$ cat config.mk
export PLATFORM = sky130hd
export DESIGN_NAME = subtrator_serial_flat
export DESIGN_NICKNAME = d
export VERILOG_FILES = /design/src/rtl/subtrator_serial_pkg.sv /design/src/rtl/subtrator_serial_if.sv /design/src/rtl/subtrator_serial_cell.sv /design/src/rtl/subtrator_serial.sv /design/src/flat_wrapper.sv
export SDC_FILE = /design/constraint.sdc
export NUM_CORES = 1
export LEC_CHECK = 0
export ABC_AREA = 1
export BUFFER_PORTS_ARGS = -buffer_cell sky130_fd_sc_hd__buf_2
export CAP_MARGIN = 10
export CORE_UTILIZATION = 40
export DETAILED_ROUTE_END_ITERATION = 7
export GPL_TIMING_DRIVEN = 0
export PLACE_DENSITY = 0.61
export SLEW_MARGIN = 25
export SYNTH_ARGS = -nofsm -noshare
export SYNTH_HDL_FRONTEND = slang
export SYNTH_SLANG_ARGS = --single-unit
$ cat constraint.sdc
create_clock -name clk -period 1.8 [get_ports clk]
set_input_delay 0.09 -clock clk [delete_from_list [all_inputs] [get_ports clk]]
set_output_delay 0.09 -clock clk [all_outputs]
set_load 0.005 [all_outputs]
$ cat src/rtl/subtrator_serial_pkg.sv
// -----------------------------------------------------------------------------
// subtrator_serial_pkg
// Shared definitions for the bit-serial subtractor.
//   - state_t      : FSM encoding (IDLE=0, SHIFT=1, DONE=2)
//   - DEFAULT_WIDTH: default operand/result width
//   - cnt_width()  : bit-counter width derived from the operand width
// Optional feature macro used by the files importing this package:
//   SUB_OVERFLOW_EN (adds the signed overflow flag).
// -----------------------------------------------------------------------------
package subtrator_serial_pkg;

    typedef enum logic [1:0] {
        IDLE  = 2'd0,
        SHIFT = 2'd1,
        DONE  = 2'd2
    } state_t;

    localparam int DEFAULT_WIDTH = 8;

    // Counter only has to reach WIDTH-1, so clog2(WIDTH) bits suffice.
    function automatic int cnt_width(input int width);
        return (width < 2) ? 1 : $clog2(width);
    endfunction

endpackage : subtrator_serial_pkg

$ cat src/rtl/subtrator_serial_if.sv
// -----------------------------------------------------------------------------
// subtrator_serial_if
// Request/result bundle between a requester (master) and the serial
// subtractor (slave).
//   start      : request, capture a/b and begin            (master -> slave)
//   a, b       : minuend / subtrahend, WIDTH bits          (master -> slave)
//   busy       : high while shifting                       (slave -> master)
//   done       : one-cycle completion pulse                (slave -> master)
//   result     : a - b mod 2^WIDTH, held                   (slave -> master)
//   borrow_out : final borrow (a < b unsigned), held       (slave -> master)
//   overflow   : signed overflow, only with SUB_OVERFLOW_EN (slave -> master)
// -----------------------------------------------------------------------------
interface subtrator_serial_if
    import subtrator_serial_pkg::*;
#(
    parameter int WIDTH = DEFAULT_WIDTH
);
    logic             start;
    logic [WIDTH-1:0] a;
    logic [WIDTH-1:0] b;
    logic             busy;
    logic             done;
    logic [WIDTH-1:0] result;
    logic             borrow_out;
`ifdef SUB_OVERFLOW_EN
    logic             overflow;
`endif

    modport master (
        output start, a, b,
        input  busy, done, result, borrow_out
`ifdef SUB_OVERFLOW_EN
        , input overflow
`endif
    );

    modport slave (
        input  start, a, b,
        output busy, done, result, borrow_out
`ifdef SUB_OVERFLOW_EN
        , output overflow
`endif
    );

endinterface : subtrator_serial_if

$ cat src/rtl/subtrator_serial_cell.sv
// -----------------------------------------------------------------------------
// Subtrator1Bit
// One-bit full subtractor cell: computes a - b - bin.
//   a_i, b_i : operand bits
//   bin_i    : borrow in
//   d_o      : difference bit
//   bout_o   : borrow out
// -----------------------------------------------------------------------------
module Subtrator1Bit (
    input  logic a_i,
    input  logic b_i,
    input  logic bin_i,
    output logic d_o,
    output logic bout_o
);

    assign d_o    = a_i ^ b_i ^ bin_i;
    // Borrow when b exceeds a, or when they are equal and a borrow comes in.
    assign bout_o = (~a_i & b_i) | (~(a_i ^ b_i) & bin_i);

endmodule : Subtrator1Bit

$ cat src/rtl/subtrator_serial.sv
// -----------------------------------------------------------------------------
// subtrator_serial
// Bit-serial WIDTH-bit subtractor. On an accepted start the operands are
// captured and fed LSB first, one bit pair per clock, through a single
// Subtrator1Bit cell whose borrow is registered back into its input.
// After WIDTH bits the assembled difference and final borrow are published
// and done pulses for one cycle.
// Ports:
//   clk   : system clock, rising edge
//   reset : asynchronous, active-high reset
//   bus   : subtrator_serial_if.slave (start/a/b in; busy/done/result/
//           borrow_out[/overflow] out)
// Optional feature macro: SUB_OVERFLOW_EN adds the signed overflow flag.
// -----------------------------------------------------------------------------
module subtrator_serial
    import subtrator_serial_pkg::*;
#(
    parameter int WIDTH = DEFAULT_WIDTH
) (
    input  logic              clk,
    input  logic              reset,
    subtrator_serial_if.slave bus
);

    localparam int CW = cnt_width(WIDTH);
    localparam logic [CW-1:0] LAST_BIT = CW'(WIDTH - 1);

    state_t           state_q;
    logic             busy_q;
    logic             done_q;
    logic [CW-1:0]    cnt_q;
    logic             borrow_q;
    logic [WIDTH-1:0] a_sr_q;
    logic [WIDTH-1:0] b_sr_q;
    logic [WIDTH-1:0] res_sr_q;
    logic [WIDTH-1:0] result_q;
    logic             borrow_out_q;
`ifdef SUB_OVERFLOW_EN
    logic             a_msb_q;
    logic             b_msb_q;
    logic             overflow_q;
`endif

    logic             cell_d;
    logic             cell_bout;
    logic [WIDTH-1:0] res_sr_d;

    Subtrator1Bit u_cell (
        .a_i    (a_sr_q[0]),
        .b_i    (b_sr_q[0]),
        .bin_i  (borrow_q),
        .d_o    (cell_d),
        .bout_o (cell_bout)
    );

    // New difference bit enters at the MSB; after WIDTH shifts the first
    // (LSB) bit has travelled down to bit 0.
    assign res_sr_d = WIDTH'({cell_d, res_sr_q} >> 1);

    always_ff @(posedge clk or posedge reset) begin
        if (reset) begin
            state_q      <= IDLE;
            busy_q       <= 1'b0;
            done_q       <= 1'b0;
            cnt_q        <= '0;
            borrow_q     <= 1'b0;
            a_sr_q       <= '0;
            b_sr_q       <= '0;
            res_sr_q     <= '0;
            result_q     <= '0;
            borrow_out_q <= 1'b0;
`ifdef SUB_OVERFLOW_EN
            a_msb_q      <= 1'b0;
            b_msb_q      <= 1'b0;
            overflow_q   <= 1'b0;
`endif
        end else begin
            done_q <= 1'b0;
            case (state_q)
                IDLE, DONE: begin
                    if (bus.start) begin
                        a_sr_q   <= bus.a;
                        b_sr_q   <= bus.b;
                        borrow_q <= 1'b0;
                        cnt_q    <= '0;
`ifdef SUB_OVERFLOW_EN
                        a_msb_q  <= bus.a[WIDTH-1];
                        b_msb_q  <= bus.b[WIDTH-1];
`endif
                        state_q  <= SHIFT;
                        busy_q   <= 1'b1;
                    end else begin
                        state_q  <= IDLE;
                        busy_q   <= 1'b0;
                    end
                end
                SHIFT: begin
                    res_sr_q <= res_sr_d;
                    borrow_q <= cell_bout;
                    a_sr_q   <= a_sr_q >> 1;
                    b_sr_q   <= b_sr_q >> 1;
                    cnt_q    <= cnt_q + 1'b1;
                    if (cnt_q == LAST_BIT) begin
                        result_q     <= res_sr_d;
                        borrow_out_q <= cell_bout;
`ifdef SUB_OVERFLOW_EN
                        // cell_d is the result MSB on the last bit.
                        overflow_q   <= (a_msb_q != b_msb_q) && (cell_d != a_msb_q);
`endif
                        state_q      <= DONE;
                        busy_q       <= 1'b0;
                        done_q       <= 1'b1;
                    end else begin
                        busy_q       <= 1'b1;
                    end
                end
                default: begin
                    state_q <= IDLE;
                    busy_q  <= 1'b0;
                end
            endcase
        end
    end

    assign bus.busy       = busy_q;
    assign bus.done       = done_q;
    assign bus.result     = result_q;
    assign bus.borrow_out = borrow_out_q;
`ifdef SUB_OVERFLOW_EN
    assign bus.overflow   = overflow_q;
`endif

endmodule : subtrator_serial

$ cat src/flat_wrapper.sv
// flat-port wrapper written by rule: the top's interface ports become plain ports
module subtrator_serial_flat import subtrator_serial_pkg::*;
#(
    parameter int WIDTH = DEFAULT_WIDTH
)
  (clk, reset, bus_start, bus_a, bus_b, bus_busy, bus_done, bus_result, bus_borrow_out);
  subtrator_serial_if #(.WIDTH(WIDTH)) bus_i ();
  input  logic clk;
  input  logic reset;
  input wire logic [$bits(bus_i.start)-1:0] bus_start;
  input wire logic [$bits(bus_i.a)-1:0] bus_a;
  input wire logic [$bits(bus_i.b)-1:0] bus_b;
  output wire logic [$bits(bus_i.busy)-1:0] bus_busy;
  output wire logic [$bits(bus_i.done)-1:0] bus_done;
  output wire logic [$bits(bus_i.result)-1:0] bus_result;
  output wire logic [$bits(bus_i.borrow_out)-1:0] bus_borrow_out;
  assign bus_i.start = bus_start;
  assign bus_i.a = bus_a;
  assign bus_i.b = bus_b;
  assign bus_busy = bus_i.busy;
  assign bus_done = bus_i.done;
  assign bus_result = bus_i.result;
  assign bus_borrow_out = bus_i.borrow_out;
  subtrator_serial #(.WIDTH(WIDTH)) u_core (.clk(clk), .reset(reset), .bus(bus_i));
endmodule
==> results.sh <==
export IMPL_synth_top_area_cell="dfrtp_1"
export IMPL_internal_power_mw=2.30
export IMPL_top_layer="met4"
export IMPL_final_layout_size_suffix_gt1_frac=0.242
export IMPL_switching_power_mw=1.55
export IMPL_grt_overflow=0
export IMPL_synthTopCellsByArea="dfrtp_1 (53%), nand2_1 (14%), inv_1 (8.2%)"
export IMPL_cts_buffers=5
export IMPL_p_clk_frac=0.146
export IMPL_diodes=0
export IMPL_tightestPinTransition_ps=450
export IMPL_totalWireLength_um=3480
export IMPL_grt_usage=0.164
export IMPL_hpwl_um=2400
export IMPL_mostFrequentLayoutCell="nand2_1"
export IMPL_slew_violations=0
export IMPL_seq_power_share=0.398
export IMPL_fmax_mhz=731
export IMPL_num_io_pins=30
export IMPL_cts_resized=0
export IMPL_fin_tns_setup_ps=0
export IMPL_fp_dieW_um=70.6
export IMPL_syn_cell_area_um2=1880
export IMPL_fp_row_count=24
export IMPL_dp_slack_ps=447
export IMPL_synth_cells=220
export IMPL_r2r_start="u_core.cnt_q[0]"
export IMPL_avgRoutedWirePerCell_um=11.2
export IMPL_ant_nets=0
export IMPL_wirelength_met1_um=1690
export IMPL_setup_violations=0
export IMPL_outcome="complete, but fails checks"
export IMPL_seq_area_um2=1000
export IMPL_drt_iter0_markers=87
export IMPL_crit_start="u_core.cnt_q[0]"
export IMPL_final_cell_mix="nand2_1 (68), inv_1 (40), dfrtp_1 (40)"
export IMPL_wl_met3_um=167
export IMPL_dieArea_um2=4990
export IMPL_hold_slack_ps=65.3
export IMPL_cts_sinks=40
export IMPL_vdd_ir_drop_max_mv=0.545
export IMPL_vias_per_cell=4.61
export IMPL_final_cells=312
export IMPL_yosys_warnings=0
export IMPL_avgSynthCellArea_um2=8.56
export IMPL_yosysUniqueCellTypes=18
export IMPL_coreArea_um2=4440
export IMPL_rsz0062_at_grt="no"
export IMPL_worstPathArrival_ps=1600
export IMPL_insertion_delay_ps=290
export IMPL_cp_end_kind="flip-flop"
export IMPL_power_frac_comb=0.455
export IMPL_synth_seq_cells=40
export IMPL_slew_headroom=0.700
export IMPL_grt_start_max_net_pins=23
export IMPL_area_growth_pct=18.3
export IMPL_yosys_area_top_type_share=0.532
export IMPL_cts_root_buf="clkbuf_8"
export IMPL_worst_hold_path_type="in2reg"
export IMPL_nNetsFinal=282
export IMPL_die_h_um=70.6
export IMPL_layout_setup_ws_ps=432
export IMPL_crit_type="reg2reg"
export IMPL_grt_pass1_vias=1359
export IMPL_multi_input_area_um2=642
export IMPL_synth_fp_nets=242
export IMPL_switching_share=0.402
export IMPL_fill_cells=454
export IMPL_hold_viol=0
export IMPL_grt_first_pass_wirelength_um=6200
export IMPL_path_clk_slew_ps=80
export IMPL_worstHoldStart="bus_start"
export IMPL_dr_wl_met2_um=1570
export IMPL_p_leak_nw=1.28
export IMPL_cap_violations=0
export IMPL_gp_congestion=0.720
export IMPL_period_needed_ps=1370
export IMPL_antenna_found_initial=0
export IMPL_cts_tree="built"
export IMPL_min_period_over_period=0.760
export IMPL_path_max_fanout=10
export IMPL_start_kind="flip-flop"
export IMPL_io_buffers=29
export IMPL_detail_route_first_pass_iterations=6
export IMPL_cp_required_ps=2040
export IMPL_p_per_area_nw_per_um2=1730
export IMPL_skew_ps=6.89
export IMPL_vias=1437
export IMPL_dpl_cell_count=302
export IMPL_cts_max_level=2
export IMPL_violations="DRC"
export IMPL_initial_core_util=0.424
export IMPL_ys_seq_area_frac=0.532
export IMPL_ctsLongestPathBuffers=2
export IMPL_drc_errors=4
==> metrics by stage <==
| stage | power (mW) | cell area (um2) | util |
|---|---|---|---|
| 5_1_grt | 4.26 | 2230 | 0.501 |
| 6_report | 3.85 | 2230 | 0.501 |
| 2_1_floorplan | 2.87 | 1880 | - |
| 4_1_cts | 3.92 | 2230 | 0.501 |
| 3_5_place_dp | 3.34 | 2120 | 0.477 |
| 3_3_place_gp | 3.29 | 2090 | 0.471 |
==> final cells by class <==
class | instances | share of cell area
plain buffers | 9 | 0.0314
inverters | 44 | 0.0764
repair buffers | 33 | 0.0910
clock buffers | 6 | 0.0326
flip-flops and latches | 40 | 0.449
well taps | 52 | 0.0292
clock inverters | 1 | 0.00225
multi-input cells | 127 | 0.288
==> power groups by stage <==
| stage | Combinational [mW] | Sequential [mW] | Clock [mW] |
|---|---|---|---|
| 2_1_floorplan | 1.34 | 1.52 | 0 |
| 3_3_place_gp | 1.75 | 1.54 | 0 |
| 3_5_place_dp | 1.79 | 1.55 | 0 |
| 4_1_cts | 1.80 | 1.53 | 0.588 |
| 5_1_grt | 2.04 | 1.58 | 0.636 |
| 6_report | 1.75 | 1.53 | 0.563 |
==> worst max-delay path, stage by stage, from the launching register on <==
cell     delay [ps]
dfrtp_1         400
ha_1            200
ha_1            230
nand2_4         160
buf_6           190
nand2_1          60
nand2_1          60
==> path summary, 6_finish.rpt <==
check                                       end  slack [ps]  cells after the start
min reg2reg                u_core.bus.result[0]         480                      2
min                           u_core.state_q[0]          70                      3
max in group asynchronous       u_core.cnt_q[2]        1000                      4
max reg2reg                u_core.bus.result[0]         430                      6
max                        u_core.bus.result[0]         430                      6
min in group asynchronous      u_core.b_sr_q[0]         340                      3
==> sequential cells by signal, summed over array words and instances (netlist names) <==
| register | count |
|---|---|
| u_core.res_sr_q | 7 |
| u_core.a_sr_q | 8 |
| u_core.bus.result | 8 |
| u_core.b_sr_q | 8 |
| u_core.state_q | 2 |
| u_core.borrow_q | 1 |
| u_core.cnt_q | 3 |
| u_core.bus.done | 1 |
| u_core.bus.busy | 1 |
| u_core.bus.borrow_out | 1 |
==> synth_stat cells, drive strengths merged <==
| master | n |
|---|---|
| dfrtp | 40 |
| fa | 1 |
| nand3 | 28 |
| a21oi | 1 |
| ha | 2 |
| or2 | 1 |
| clkbuf | 1 |
| nor2 | 2 |
| nand2 | 72 |
| inv | 44 |
| buf | 8 |
| o21ai | 20 |
==> cell families after synthesis <==
group,Yosys count,share of synthesized area
AO/OA/AOI/OAI,21,0.0718
adder cells (fa/ha/maj),3,0.0239
buffers and inverters,53,0.128
flip-flops,40,0.532
AND/OR/NAND/NOR,103,0.245
==> what timing repair did <==
| action | in CTS | in global routing |
|---|---|---|
| hold buffers | 3 | 0 |
| setup buffers | 0 | 0 |
| endpoints found under the hold margin | 20 | 0 |
==> layer usage <==
layer / up-vias / global-route usage
met5: - / 0
met4: 0 / 0.0667
met3: 5 / 0.0484
met2: 27 / 0.246
met1: 666 / 0.223
li1: 739 / -
No activity file was read; power rests on OpenSTA's default activity.
